$ cat src/rtl/simon_pkg.sv
// Shared Simon-game constants: tone table, tone index names and the board clock.
// Used by both the tone generator and the tone meter so they agree on pitches.
package simon_pkg;

  typedef enum logic [1:0] {
    GREEN  = 2'd0,
    RED    = 2'd1,
    YELLOW = 2'd2,
    BLUE   = 2'd3
  } tone_e;

  localparam int          NUM_TONES      = 4;
  localparam int unsigned CLK_HZ_DEFAULT = 50_000_000;
  localparam int unsigned TONE_HZ [0:NUM_TONES-1] = '{415, 310, 252, 209};

  // Smallest distance between any two table pitches; bounds how wide a match tolerance may be.
  function automatic int unsigned min_tone_spacing();
    int unsigned best;
    int unsigned d;
    best = 32'hFFFF_FFFF;
    for (int i = 0; i < NUM_TONES; i++) begin
      for (int j = i + 1; j < NUM_TONES; j++) begin
        d = (TONE_HZ[i] > TONE_HZ[j]) ? TONE_HZ[i] - TONE_HZ[j] : TONE_HZ[j] - TONE_HZ[i];
        if (d < best) best = d;
      end
    end
    return best;
  endfunction

endpackage

$ cat src/rtl/edge_sync.sv
// Two-flop synchronizer for an asynchronous input, followed by a one-clock
// rising-edge pulse taken from the synchronized level.
module edge_sync (
  input  logic FPGA_CLK1_50,
  input  logic reset,
  input  logic async_in,
  output logic rise
);

  logic [1:0] sync_q;
  logic       prev_q;

  always_ff @(posedge FPGA_CLK1_50 or posedge reset) begin
    if (reset) begin
      sync_q <= '0;
      prev_q <= 1'b0;
    end else begin
      sync_q <= {sync_q[0], async_in};
      prev_q <= sync_q[1];
    end
  end

  assign rise = sync_q[1] & ~prev_q;

endmodule

$ cat src/rtl/tone_meter.sv
// Gated frequency counter: counts rising edges of toneIn over a fixed window,
// reports the frequency in Hz and which Simon tone (if any) it matches.
module tone_meter
  import simon_pkg::*;
#(
  parameter int unsigned CLK_HZ      = CLK_HZ_DEFAULT,
  parameter int unsigned GATE_CYCLES = 5_000_000,
  parameter int unsigned TOL_HZ      = 20
) (
  input  logic        FPGA_CLK1_50,
  input  logic        reset,
  input  logic        toneIn,
  output logic [31:0] measuredFrequency,
  output logic        freqValid,
  output logic        toneDetected,
  output logic [3:0]  toneMatch
);

  localparam int unsigned GATE_W      = (GATE_CYCLES > 1) ? $clog2(GATE_CYCLES) : 1;
  localparam int unsigned EDGE_W      = $clog2(GATE_CYCLES / 2 + 1);
  localparam logic [31:0] SCALE       = 32'(CLK_HZ / GATE_CYCLES);
  localparam logic [GATE_W-1:0] GATE_LAST = GATE_W'(GATE_CYCLES - 1);
  localparam int unsigned MIN_SPACING = min_tone_spacing();

  // A tolerance this wide could light two match bits for one frequency.
  if (2 * TOL_HZ >= MIN_SPACING) begin : g_tol_too_wide
    $error("tone_meter: TOL_HZ must be below half the minimum tone spacing");
  end

  logic                  rise;
  logic                  terminal;
  logic [GATE_W-1:0]     gate_count;
  logic [EDGE_W-1:0]     edge_count;
  logic [EDGE_W-1:0]     closing_count;
  logic                  window_done;
  logic                  first_window_seen;
  logic [31:0]           new_freq;
  logic [31:0]           diff;
  logic [NUM_TONES-1:0]  new_match;

  edge_sync u_edge_sync (
    .FPGA_CLK1_50 (FPGA_CLK1_50),
    .reset        (reset),
    .async_in     (toneIn),
    .rise         (rise)
  );

  assign terminal = (gate_count == GATE_LAST);

  // The closing count includes an edge landing on the terminal cycle; the very
  // first window after reset only arms first_window_seen and is never reported.
  always_ff @(posedge FPGA_CLK1_50 or posedge reset) begin
    if (reset) begin
      gate_count        <= '0;
      edge_count        <= '0;
      closing_count     <= '0;
      window_done       <= 1'b0;
      first_window_seen <= 1'b0;
    end else if (terminal) begin
      gate_count        <= '0;
      edge_count        <= '0;
      closing_count     <= edge_count + EDGE_W'(rise);
      window_done       <= first_window_seen;
      first_window_seen <= 1'b1;
    end else begin
      gate_count        <= gate_count + 1'b1;
      edge_count        <= edge_count + EDGE_W'(rise);
      window_done       <= 1'b0;
    end
  end

  always_comb begin
    new_freq  = 32'(closing_count) * SCALE;
    new_match = '0;
    diff      = '0;
    for (int i = 0; i < NUM_TONES; i++) begin
      diff = (new_freq >= TONE_HZ[i]) ? new_freq - TONE_HZ[i] : TONE_HZ[i] - new_freq;
      new_match[i] = (diff <= TOL_HZ);
    end
  end

  always_ff @(posedge FPGA_CLK1_50 or posedge reset) begin
    if (reset) begin
      measuredFrequency <= '0;
      freqValid         <= 1'b0;
      toneDetected      <= 1'b0;
      toneMatch         <= '0;
    end else begin
      freqValid <= window_done;
      if (window_done) begin
        measuredFrequency <= new_freq;
        toneDetected      <= (closing_count != '0);
        toneMatch         <= new_match;
      end
    end
  end

endmodule

$ cat config.mk
export PLATFORM = sky130hd
export DESIGN_NAME = tone_meter
export DESIGN_NICKNAME = d
export VERILOG_FILES = /design/src/rtl/simon_pkg.sv /design/src/rtl/edge_sync.sv /design/src/rtl/tone_meter.sv
export SDC_FILE = /design/constraint.sdc
export NUM_CORES = 1
export LEC_CHECK = 0
export ABC_CLOCK_PERIOD_IN_PS = 4900
export CORE_MARGIN = 5
export CORE_UTILIZATION = 56
export CTS_CLUSTER_DIAMETER = 60
export DETAILED_ROUTE_END_ITERATION = 8
export MAX_ROUTING_LAYER = met4
export PLACE_DENSITY = 0.77
export SETUP_SLACK_MARGIN = 0.4
export SLEW_MARGIN = 10
export SYNTH_ARGS = -nofsm -noshare
export SYNTH_HDL_FRONTEND = slang
export SYNTH_SLANG_ARGS = --single-unit
$ cat constraint.sdc
create_clock -name FPGA_CLK1_50 -period 4.9 [get_ports FPGA_CLK1_50]
set_input_delay 0.49 -clock FPGA_CLK1_50 [delete_from_list [all_inputs] [get_ports FPGA_CLK1_50]]
set_output_delay 0.49 -clock FPGA_CLK1_50 [all_outputs]
set_load 0.01 [all_outputs]
==> flow_summary_export.csv <==
group,metric,value,unit
power_and_ir_drop,ir_worst_vdd,0.2243,mV
setup_path,crit_type,"reg2reg",
clock_network,cts_tree,"built",
setup_path,end_kind,"flop",
setup_path,required,5.17,ns
power_and_ir_drop,finalPower,1685,uW
cells_and_area,final_util,70.68,%
clock_network,cts.root.buffer_cell,"clkbuf_16",
setup_path,r2r_cells,15,
detailed_routing,ant_nets,0,
synthesis,ys.warnings.count,0,
timing,min_period_over_period,93.29,%
timing,min_period,4.571,ns
synthesis,synth_top_area_cell,"dfrtp_1",
timing,finalSetupViolCount,0,
synthesis,avgSynthCellArea,8.601,um^2
setup_path,cp.arrival,4.84,ns
global_routing,grtUsageTotal,32.39,%
floorplanning,dieHeight,130.1,um
timing,slew_headroom,31.59,%
global_routing,grt_pass1_vias,7640,
detailed_routing,wl_per_cell,21.35,um
cells_and_area,final_cell_area,9887,um^2
cells_and_area,final_common_cell,"dfrtp_1",
synthesis,synth_seq_area_share,31.91,%
timing,tightest_slew,1.023,ns
min_path,worstHoldPathCells,0,
timing,setup-tns-final,0,ns
cells_and_area,nFillCells,1092,
floorplanning,rows,43,
synthesis,ys_ff_latch,103,
detailed_routing,vias_per_cell,6.509,
synthesis,async_flop_share,100.0,%
timing,hold_viol,0,
global_routing,antenna_found_initial,1,
cells_and_area,final_layout_size_suffix_gt1_share,19.08,%
floorplanning,initial_core_util,57.74,%
min_path,hp-class,"reg2reg",
power_and_ir_drop,powerDensity,170.5,nW/um^2
detailed_routing,drtIter0Drc,896,
floorplanning,coreArea,13990,um^2
clock_network,cts_hold_buf,0,
timing,maxSlewViolCount,0,
setup_path,cp-start-kind,"flop",
timing,fmax,0.2188,GHz
synthesis,ys.flop_type,"dfrtp_1",
placement,io_buffers,33,
clock_network,cts-buffers-inserted,9,
floorplanning,chipWidth,130.1,um
placement,dpl-instance-area,9024,um^2
detailed_routing,first_pass_iters,5,
power_and_ir_drop,leakagePower,0.004729,uW
outcome,status,"finished clean",
job,cap_violations,0,
cells_and_area,area_growth,22.42,%
placement,dp_hpwl,19120,um
clock_network,cts_sinks,103,
synthesis,synth_cells,939,
timing,worst_clock_skew,0.01170,ns
cells_and_area,fin_nets,1095,
setup_path,path_max_fanout,4,
detailed_routing,drcViolationCount,0,
synthesis,synth_top_area_share,31.91,%
clock_network,clkLatencyLatePin,0.36,ns
detailed_routing,wl,26020,um
synthesis,synth_cell_type_count,76,
clock_network,clockBufferDepth,2,
synthesis,syn_area,8076,um^2
global_routing,overflow,0,
floorplanning,ioPinCount,41,
floorplanning,dieArea,16920,um^2
global_routing,grt_pass1_wl,41240,um
placement,gp_congestion,1.015,
cells_and_area,final_cell_mix,"dfrtp_1, nor2_1, nand2_1, buf_4, ha_1",
timing,rsz0062_at_grt,"yes",
synthesis,synth_edf_count,0,
clock_network,path_clk_slew,0.07,ns
clock_network,htree_num_levels,3,
synthesis,yosys-top-cells-area,"dfrtp_1, ha_1, xnor2_1",
detailed_routing,vias,7935,
global_routing,grt_max_degree,77,
-- worst max-delay path: stages (launching register included) --
cell and delay (ns):
dfrtp_1 0.43, ha_4 0.24, ha_4 0.16, fa_2 0.38, a21o_1 0.23, a221o_1 0.39
a21o_4 0.28, a221oi_4 0.31, buf_6 0.16, mux2i_4 0.22, and3_4 0.26, nand2_4 0.08
o311a_1 0.32, or4_4 0.41, or4_4 0.44, o31ai_4 0.17
-- Yosys cell counts, types with 9 or more instances --
library cell / instances
a21o_1: 11
a21oi_1: 43
a31oi_1: 13
and2_1: 10
and3_1: 25
clkbuf_1: 36
dfrtp_1: 103
ha_1: 57
inv_1: 18
mux2_2: 21
mux2i_1: 9
nand2_1: 83
nand3_1: 50
nand4_1: 26
nor2_1: 91
nor3_1: 33
nor4_1: 15
o211ai_1: 15
o21ai_0: 47
or4_1: 12
xnor2_1: 52
xor2_1: 37
-- metrics by stage --
step           worst slack (ns)  instances  hold WS [ns]
4_1_cts                  0.3927       1197        0.3597
6_report                 0.3288       1219        0.3562
3_5_place_dp             0.1186       1173        0.3436
5_1_grt                  0.1789       1219        0.3708
2_1_floorplan            0.4175        945        0.3312
3_3_place_gp             0.1822       1173        0.3407
-- cell families after synthesis --
family	Yosys count	share of synthesized area [%]
buffers and inverters	67	3.532
AOI/OAI and AO/OA	207	17.83
adders and majority gates	58	9.078
other	1	0.04643
muxes	30	4.043
DFF	103	31.91
and+or+nand+nor	384	23.90
xor gates and xnor gates	89	9.651
-- state kept, by name, summed over array words and instances, names as in the netlist --
| signal | count |
|---|---|
| window_done | 1 |
| gate_count | 23 |
| first_window_seen | 1 |
| u_edge_sync.sync_q | 2 |
| u_edge_sync.prev_q | 1 |
| closing_count | 22 |
| freqValid | 1 |
| edge_count | 22 |
| toneDetected | 1 |
| measuredFrequency | 25 |
| toneMatch | 4 |
-- routing by layer --
metal | vias to the layer above | share of wire, % | global-route usage (%)
met5 | - | 0 | -
met4 | 0 | 4.5 | 14.36
met3 | 96 | 7.5 | 5.117
met2 | 422 | 46 | 50.06
met1 | 3782 | 42 | 42.18
li1 | 3635 | - | -
-- power breakdown --
group | leakage, uW | total (uW) | internal (uW) | switching, uW
logic | 0.00318 | 68.8 | 24.3 | 44.5
clock network | 0.000140 | 726 | 397 | 329
registers | 0.00141 | 891 | 873 | 17.7
total | 0.00473 | 1690 | 1290 | 391
-- layout make-up --
cell class	count	area [um^2]	share of cell area (%)
Antenna cell	1	2.502	0.02531
Clock buffer	11	232.7	2.354
Clock inverter	4	52.55	0.5315
Inverter	19	73.82	0.7466
Multi-Input combinational cell	775	5628	56.92
Sequential cell	103	2580	26.09
Tap cell	180	225.2	2.278
Timing Repair Buffer	126	1092	11.05
-- worst paths after layout --
| kind | from | endpoint | slack (ns) |
|---|---|---|---|
| max in group asynchronous | reset | toneDetected | 3.23 |
| worst min-delay path | u_edge_sync.sync_q[0] | u_edge_sync.sync_q[1] | 0.36 |
| min in group asynchronous | reset | gate_count[8] | 0.71 |
| worst min register to register | u_edge_sync.sync_q[0] | u_edge_sync.sync_q[1] | 0.36 |
| worst max register to register | closing_count[3] | toneMatch[2] | 0.33 |
| worst max-delay path | closing_count[3] | toneMatch[2] | 0.33 |
-- timing repair --
item                                    in CTS  in global routing
endpoints found under the setup margin       4                  4
gates resized for setup                     26                 39
pin swaps                                    8                 24
setup buffers                                9                 21
Power figures use the tool's default switching activity.
